==> src/rtl/crf_pkg.sv <==
// Shared CRF definitions: AXI response codes, initiator FSM states, error codes
// and the default register offsets.
package crf_pkg;

   typedef enum logic [1:0] {
      RESP_OKAY   = 2'b00,
      RESP_EXOKAY = 2'b01,
      RESP_SLVERR = 2'b10,
      RESP_DECERR = 2'b11
   } resp_e;

   typedef enum logic [3:0] {
      ST_IDLE = 4'd0,
      ST_WR   = 4'd1,
      ST_WB   = 4'd2,
      ST_GAP  = 4'd3,
      ST_WIRQ = 4'd4,
      ST_RD   = 4'd5,
      ST_RR   = 4'd6,
      ST_DONE = 4'd7,
      ST_ERR  = 4'd8
   } state_e;

   localparam logic [1:0] ERR_NONE    = 2'b00;
   localparam logic [1:0] ERR_BRESP   = 2'b01;
   localparam logic [1:0] ERR_RRESP   = 2'b10;
   localparam logic [1:0] ERR_TIMEOUT = 2'b11;

   localparam logic [31:0] CRF_UPSTART_OFFSET = 32'h0000_0000;
   localparam logic [31:0] CRF_UPEND_OFFSET   = 32'h0000_0004;

   function automatic logic resp_ok(input logic [1:0] resp);
      return resp == RESP_OKAY;
   endfunction

endpackage

==> src/rtl/axil_wr_join.sv <==
// Drives AW and W valids for one write while active; each drops after its own
// handshake, and both_done flags the cycle in which the second one completes.
module axil_wr_join (
   input  logic clk,
   input  logic rst,
   input  logic active,
   input  logic awready,
   input  logic wready,
   output logic awvalid,
   output logic wvalid,
   output logic both_done
);

   logic aw_done;
   logic w_done;
   logic aw_hs;
   logic w_hs;

   assign awvalid   = active & ~aw_done;
   assign wvalid    = active & ~w_done;
   assign aw_hs     = awvalid & awready;
   assign w_hs      = wvalid & wready;
   assign both_done = active & (aw_done | aw_hs) & (w_done | w_hs);

   always_ff @(posedge clk or posedge rst) begin
      if (rst) begin
         aw_done <= 1'b0;
         w_done  <= 1'b0;
      end else if (!active || both_done) begin
         aw_done <= 1'b0;
         w_done  <= 1'b0;
      end else begin
         if (aw_hs) aw_done <= 1'b1;
         if (w_hs)  w_done  <= 1'b1;
      end
   end

endmodule

==> src/rtl/crf_lite_initiator.sv <==
// AXI4-Lite master that writes UPSTART, then polls UPEND until the job ends.
// Define CRF_INIT_IRQ_WAIT_EN to wait on interrupt_updone instead of polling.
module crf_lite_initiator
   import crf_pkg::*;
#(
   parameter int AXI_DATA_WIDTH = 32,
   parameter int AXI_ADDR_WIDTH = 32,
   parameter logic [AXI_ADDR_WIDTH-1:0] UPSTART_ADDR = AXI_ADDR_WIDTH'(CRF_UPSTART_OFFSET),
   parameter logic [AXI_ADDR_WIDTH-1:0] UPEND_ADDR   = AXI_ADDR_WIDTH'(CRF_UPEND_OFFSET),
   parameter int POLL_GAP = 16,
   parameter int TIMEOUT  = 2**20
)(
   input  logic                        clk,
   input  logic                        rst,
   input  logic                        cmd_start,
   output logic                        cmd_busy,
   output logic                        cmd_done,
   output logic                        cmd_err,
   output logic [1:0]                  err_code,
   output logic                        m_axi_awvalid,
   input  logic                        m_axi_awready,
   output logic [AXI_ADDR_WIDTH-1:0]   m_axi_awaddr,
   output logic [2:0]                  m_axi_awprot,
   output logic                        m_axi_wvalid,
   input  logic                        m_axi_wready,
   output logic [AXI_DATA_WIDTH-1:0]   m_axi_wdata,
   output logic [AXI_DATA_WIDTH/8-1:0] m_axi_wstrb,
   input  logic                        m_axi_bvalid,
   output logic                        m_axi_bready,
   input  logic [1:0]                  m_axi_bresp,
   output logic                        m_axi_arvalid,
   input  logic                        m_axi_arready,
   output logic [AXI_ADDR_WIDTH-1:0]   m_axi_araddr,
   output logic [2:0]                  m_axi_arprot,
   input  logic                        m_axi_rvalid,
   output logic                        m_axi_rready,
   input  logic [AXI_DATA_WIDTH-1:0]   m_axi_rdata,
   input  logic [1:0]                  m_axi_rresp,
   input  logic                        interrupt_updone
);

   localparam int TMO_W = $clog2(TIMEOUT + 1);
   localparam int GAP_W = (POLL_GAP > 1) ? $clog2(POLL_GAP) : 1;
   localparam logic [TMO_W-1:0] TMO_MAX  = TMO_W'(TIMEOUT);
   localparam logic [GAP_W-1:0] GAP_LAST = GAP_W'(POLL_GAP - 1);

`ifdef CRF_INIT_IRQ_WAIT_EN
   localparam state_e WAIT_ST = ST_WIRQ;
`else
   localparam state_e WAIT_ST = ST_GAP;
`endif

   state_e           state;
   state_e           state_n;
   logic [1:0]       code_n;
   logic [TMO_W-1:0] tmo_cnt;
   logic [GAP_W-1:0] gap_cnt;
   logic             tmo_hit;
   logic             in_wait;
   logic             wr_both;

   assign tmo_hit = (tmo_cnt == TMO_MAX);
   assign in_wait = (state == ST_GAP) || (state == ST_WIRQ) ||
                    (state == ST_RD)  || (state == ST_RR);

   axil_wr_join u_wr_join (
      .clk       (clk),
      .rst       (rst),
      .active    (state == ST_WR),
      .awready   (m_axi_awready),
      .wready    (m_axi_wready),
      .awvalid   (m_axi_awvalid),
      .wvalid    (m_axi_wvalid),
      .both_done (wr_both)
   );

   always_ff @(posedge clk or posedge rst) begin
      if (rst) state <= ST_IDLE;
      else     state <= state_n;
   end

   always_comb begin
      state_n = state;
      code_n  = ERR_NONE;
      case (state)
         ST_IDLE: if (cmd_start) state_n = ST_WR;
         ST_WR:   if (wr_both) state_n = ST_WB;
         ST_WB: begin
            if (m_axi_bvalid) begin
               if (resp_ok(m_axi_bresp)) begin
                  state_n = WAIT_ST;
               end else begin
                  state_n = ST_ERR;
                  code_n  = ERR_BRESP;
               end
            end
         end
         ST_GAP: begin
            if (tmo_hit) begin
               state_n = ST_ERR;
               code_n  = ERR_TIMEOUT;
            end else if (gap_cnt == GAP_LAST) begin
               state_n = ST_RD;
            end
         end
`ifdef CRF_INIT_IRQ_WAIT_EN
         ST_WIRQ: begin
            if (tmo_hit) begin
               state_n = ST_ERR;
               code_n  = ERR_TIMEOUT;
            end else if (interrupt_updone) begin
               state_n = ST_RD;
            end
         end
`endif
         ST_RD: if (m_axi_arready) state_n = ST_RR;
         // A timeout seen while a read is in flight is reported only once R returns.
         ST_RR: begin
            if (m_axi_rvalid) begin
               if (!resp_ok(m_axi_rresp)) begin
                  state_n = ST_ERR;
                  code_n  = ERR_RRESP;
               end else if (tmo_hit) begin
                  state_n = ST_ERR;
                  code_n  = ERR_TIMEOUT;
               end else if (m_axi_rdata[0]) begin
                  state_n = ST_DONE;
               end else begin
                  state_n = WAIT_ST;
               end
            end
         end
         ST_DONE: state_n = ST_IDLE;
         ST_ERR:  state_n = ST_IDLE;
         default: state_n = ST_IDLE;
      endcase
   end

   always_ff @(posedge clk or posedge rst) begin
      if (rst) begin
         tmo_cnt <= '0;
      end else if (state == ST_IDLE) begin
         tmo_cnt <= '0;
      end else if (in_wait && !tmo_hit) begin
         tmo_cnt <= tmo_cnt + 1'b1;
      end
   end

   always_ff @(posedge clk or posedge rst) begin
      if (rst) begin
         gap_cnt <= '0;
      end else if (state == ST_GAP && gap_cnt != GAP_LAST) begin
         gap_cnt <= gap_cnt + 1'b1;
      end else begin
         gap_cnt <= '0;
      end
   end

   always_ff @(posedge clk or posedge rst) begin
      if (rst) begin
         err_code <= ERR_NONE;
      end else if (state == ST_IDLE && cmd_start) begin
         err_code <= ERR_NONE;
      end else if (code_n != ERR_NONE) begin
         err_code <= code_n;
      end
   end

   assign cmd_busy = (state != ST_IDLE) && (state != ST_DONE) && (state != ST_ERR);
   assign cmd_done = (state == ST_DONE);
   assign cmd_err  = (state == ST_ERR);

   assign m_axi_awaddr  = UPSTART_ADDR;
   assign m_axi_awprot  = 3'b000;
   assign m_axi_wdata   = AXI_DATA_WIDTH'(1);
   assign m_axi_wstrb   = {(AXI_DATA_WIDTH/8){1'b1}};
   assign m_axi_bready  = (state == ST_WB);
   assign m_axi_arvalid = (state == ST_RD);
   assign m_axi_araddr  = UPEND_ADDR;
   assign m_axi_arprot  = 3'b000;
   assign m_axi_rready  = (state == ST_RR);

   // Only bit0 of UPEND carries status.
   logic unused_rdata;
   assign unused_rdata = ^m_axi_rdata[AXI_DATA_WIDTH-1:1];
`ifndef CRF_INIT_IRQ_WAIT_EN
   logic unused_irq;
   assign unused_irq = interrupt_updone;
`endif

   a_awvalid_hold: assert property (@(posedge clk) disable iff (rst)
      m_axi_awvalid && !m_axi_awready |=> m_axi_awvalid);
   a_wvalid_hold: assert property (@(posedge clk) disable iff (rst)
      m_axi_wvalid && !m_axi_wready |=> m_axi_wvalid);
   a_arvalid_hold: assert property (@(posedge clk) disable iff (rst)
      m_axi_arvalid && !m_axi_arready |=> m_axi_arvalid);
   a_done_err_excl: assert property (@(posedge clk) disable iff (rst)
      !(cmd_done && cmd_err));

endmodule

==> config.mk <==
export PLATFORM = sky130hd
export DESIGN_NAME = crf_lite_initiator
export DESIGN_NICKNAME = d
export VERILOG_FILES = /design/src/rtl/crf_pkg.sv /design/src/rtl/axil_wr_join.sv /design/src/rtl/crf_lite_initiator.sv
export SDC_FILE = /design/constraint.sdc
export NUM_CORES = 1
export LEC_CHECK = 0
export CAP_MARGIN = 20
export CORE_MARGIN = 2
export CORE_UTILIZATION = 40
export DETAILED_ROUTE_END_ITERATION = 7
export PLACE_DENSITY = 0.85
export SETUP_SLACK_MARGIN = 0.5
export SYNTH_ARGS = -nofsm -noshare
export SYNTH_HDL_FRONTEND = slang
export SYNTH_SLANG_ARGS = --single-unit
export TNS_END_PERCENT = 30
==> constraint.sdc <==
create_clock -name clk -period 2.98 [get_ports clk]
set_clock_uncertainty 0.2 [all_clocks]
set_input_delay 0.298 -clock clk [delete_from_list [all_inputs] [get_ports clk]]
set_output_delay 0.298 -clock clk [all_outputs]
set_load 0.02 [all_outputs]
==> impl_metrics.env <==
export IMPL_status="complete, no violations"
export IMPL_finalSetupTns_ps=0
export IMPL_r2r_end="state[1]"
export IMPL_io_pins=161
export IMPL_setup_viol=0
export IMPL_cts_root_buf="clkbuf_8"
export IMPL_n_antenna_cell=0
export IMPL_htreeDepth=2
export IMPL_setup_worst_path_start="state[3]"
export IMPL_reg2reg_depth=5
export IMPL_synth_top_area_cell="dfrtp_1"
export IMPL_dp_cells=408
export IMPL_worstPathMaxFanout=15
export IMPL_drive_above_1_share=0.0592
export IMPL_synth_top_area_frac=0.305
export IMPL_path_depth=3
export IMPL_final_cell_mix="conb_1, nor2_1, dfrtp_1"
export IMPL_min_period_over_period=0.847
export IMPL_cts_path_max_buffers=2
export IMPL_grt_usage=0.122
export IMPL_syn_cell_area_um2=2700
export IMPL_critPathLaunchType="flip-flop"
export IMPL_vdd_drop_max_uv=216
export IMPL_reg2reg_slack_ps=780
export IMPL_slowest_stage="clkdlybuf4s50_1"
export IMPL_max_freq_ghz=0.396
export IMPL_finalNetCount=386
export IMPL_drc=0
export IMPL_worstPathRequired_ps=2480
export IMPL_rsz0062_at_grt="yes"
export IMPL_netlist_instances=316
export IMPL_yosys_cell_types_count=50
export IMPL_worst_path_buf_inv=1
export IMPL_routed_via_density=4.50
export IMPL_grt_first_pass_wirelength_um=7230
export IMPL_cts_sink_count=33
export IMPL_final_common_cell="conb_1"
export IMPL_ys_warn_count=0
export IMPL_wl_per_cell_um=10.7
export IMPL_max_slew_worst_pin_slew_ps=533
export IMPL_ys_seq_area_frac=0.305
export IMPL_dieArea_um2=7430
export IMPL_ys_seq_elements=33
export IMPL_place_gp_congestion=0.789
export IMPL_cp_top_family="buffers and inverters"
export IMPL_hp_class="primary input to asynchronous set/reset pin"
export IMPL_crit_type="flip-flop to primary output"
export IMPL_grt_pass1_vias=1651
export IMPL_postCtsSetupBuffers=0
export IMPL_synth_main_ff_cell="dfrtp_1"
export IMPL_avgSynthCellArea_um2=8.56
export IMPL_async_reset_ff_frac=1.00
export IMPL_die_h_um=86.2
export IMPL_dp_hpwl_um=3290
export IMPL_cts_tree="built"
export IMPL_fp_row_count=29
export IMPL_n_fill_cell=655
export IMPL_regToRegStartpoint="state[3]"
export IMPL_fin_crit_ps=2520
export IMPL_port_buffers=22
export IMPL_die_w_um=86.2
export IMPL_coreArea_um2=6460
export IMPL_power_density_nw_per_um2=630
export IMPL_overflow=0
export IMPL_initial_core_util=0.419
export IMPL_numCtsBuffers=5
export IMPL_slew_viol_final=0
export IMPL_antenna_found_initial=0
export IMPL_route_vias_total=1867
export IMPL_critPathArrivalTime_ps=2030
export IMPL_drv_cap=0
export IMPL_critPathCapture="m_axi_bready"
export IMPL_drt_iter0_drc=106
export IMPL_ant_nets=0
export IMPL_path_cells="nand2b_1 -> nor3_1 -> clkdlybuf4s50_1"
export IMPL_drt_pass1_iterations=4
export IMPL_synth_area_leaders="dfrtp_1, buf_4, xnor2_1, nor2_1, nor3_1"
export IMPL_syn_to_final_growth_pct=-0.555
export IMPL_finalHoldViolations=0
export IMPL_cp_end_kind="primary output"
export IMPL_clock_latency_ps=280
export IMPL_synth_edf_count=0
export IMPL_wl_um=4460
export IMPL_layout_cells_non_filler=415
export IMPL_clk_pin_slew_ps=60
export IMPL_cp_slowest_stage_delay_ps=680
export IMPL_grt_max_degree=34
export IMPL_p_leak_nw=1.30
export IMPL_slew_headroom=0.641
-- cell families (layout without fill, tap and decap cells) --
group	after synthesis	count (layout)	synth area share
mux	5	5	0.0190
fa+ha+maj	3	3	0.0139
compound gates	35	35	0.0851
simple gates	98	98	0.195
other cells	2	106	0.00278
xor+xnor	17	17	0.0551
buf+inv	123	41	0.324
flops	33	33	0.305
-- metal layers --
metal / track usage / vias to the layer above / routed length (um)
met5: 0 / - / 0
met4: 0.0696 / 0 / 93
met3: 0.0352 / 9 / 318
met2: 0.199 / 93 / 2230
met1: 0.145 / 875 / 1810
li1: - / 890 / -
-- stage by stage --
step | utilization | hold WS, ps | total power, W | setup WS [ps] | instance area, um2
floorplan | - | 170 | 0.00127 | 985 | 3090
global placement | 0.402 | 248 | 0.00135 | 621 | 2600
detailed placement | 0.402 | 261 | 0.00136 | 601 | 2600
CTS | 0.416 | 216 | 0.00170 | 384 | 2690
global route | 0.416 | 248 | 0.00180 | 371 | 2690
finish | 0.416 | 211 | 0.00169 | 456 | 2690
-- worst min path at each step --
stage                            end  slack [ps]  depth (start not counted)
global placement          gap_cnt[0]         250                          1
floorplan           u_wr_join.w_done         170                          1
CTS                      tmo_cnt[13]         220                          3
finish                   tmo_cnt[12]         210                          3
global route             tmo_cnt[19]         250                          3
detailed placement        gap_cnt[0]         260                          1
-- worst register-to-register path: stages, from the launching register on --
cell and delay (ps):
dfrtp_2 500, nand2b_1 240, nor3b_2 390, nand2_1 190, o21ai_1 220, mux2_2 350
-- cells in the mapped netlist (2+ instances only) --
| master | instances |
|---|---|
| and4_1 | 3 |
| nand3b_1 | 2 |
| o22ai_1 | 2 |
| ha_1 | 3 |
| buf_4 | 106 |
| nand3_1 | 8 |
| xnor2_1 | 13 |
| clkbuf_1 | 4 |
| a21bo_2 | 2 |
| a211o_1 | 2 |
| inv_1 | 9 |
| nor2b_1 | 2 |
| conb_1 | 2 |
| buf_6 | 2 |
| nor2_1 | 30 |
| nand4_1 | 4 |
| nor4_1 | 6 |
| and2_1 | 2 |
| dfrtp_1 | 33 |
| nor3b_1 | 2 |
| mux2i_1 | 4 |
| and3_1 | 2 |
| a211oi_1 | 2 |
| or3_1 | 3 |
| nand2_1 | 15 |
| xor2_1 | 4 |
| nor3_1 | 12 |
| a21oi_1 | 7 |
| o21ai_0 | 9 |
-- final cells by class --
type | count | area (um2) | share of cell area
tap | 77 | 96.3 | 0.0358
clock buffer | 7 | 86.3 | 0.0321
sequential | 33 | 830 | 0.309
multi-input combinational | 264 | 1400 | 0.520
timing repair buffer | 25 | 244 | 0.0907
inverter | 9 | 33.8 | 0.0126
-- what timing repair did --
| item | in CTS | in global routing |
|---|---|---|
| setup endpoints to repair | 3 | 3 |
| hold endpoints to repair | 0 | 0 |
| resized for setup | 3 | 2 |
| hold buffers | 0 | 0 |
| pin swaps | 0 | 0 |
-- sequential cells by signal, indices dropped and copies added (netlist names) --
signal and cells:
state 4, gap_cnt 4, err_code 2, u_wr_join.w_done 1
u_wr_join.aw_done 1, tmo_cnt 21
-- power by group --
| part | internal [W] | switching, W | leakage (nW) | total [W] |
|---|---|---|---|---|
| clock network | 0.000183 | 0.000152 | 0.0443 | 0.000335 |
| registers | 0.000498 | 0.0000875 | 0.451 | 0.000586 |
| logic | 0.000299 | 0.000474 | 0.803 | 0.000773 |
| total | 0.000980 | 0.000714 | 1.30 | 0.00169 |
Power figures use the tool's default switching activity.
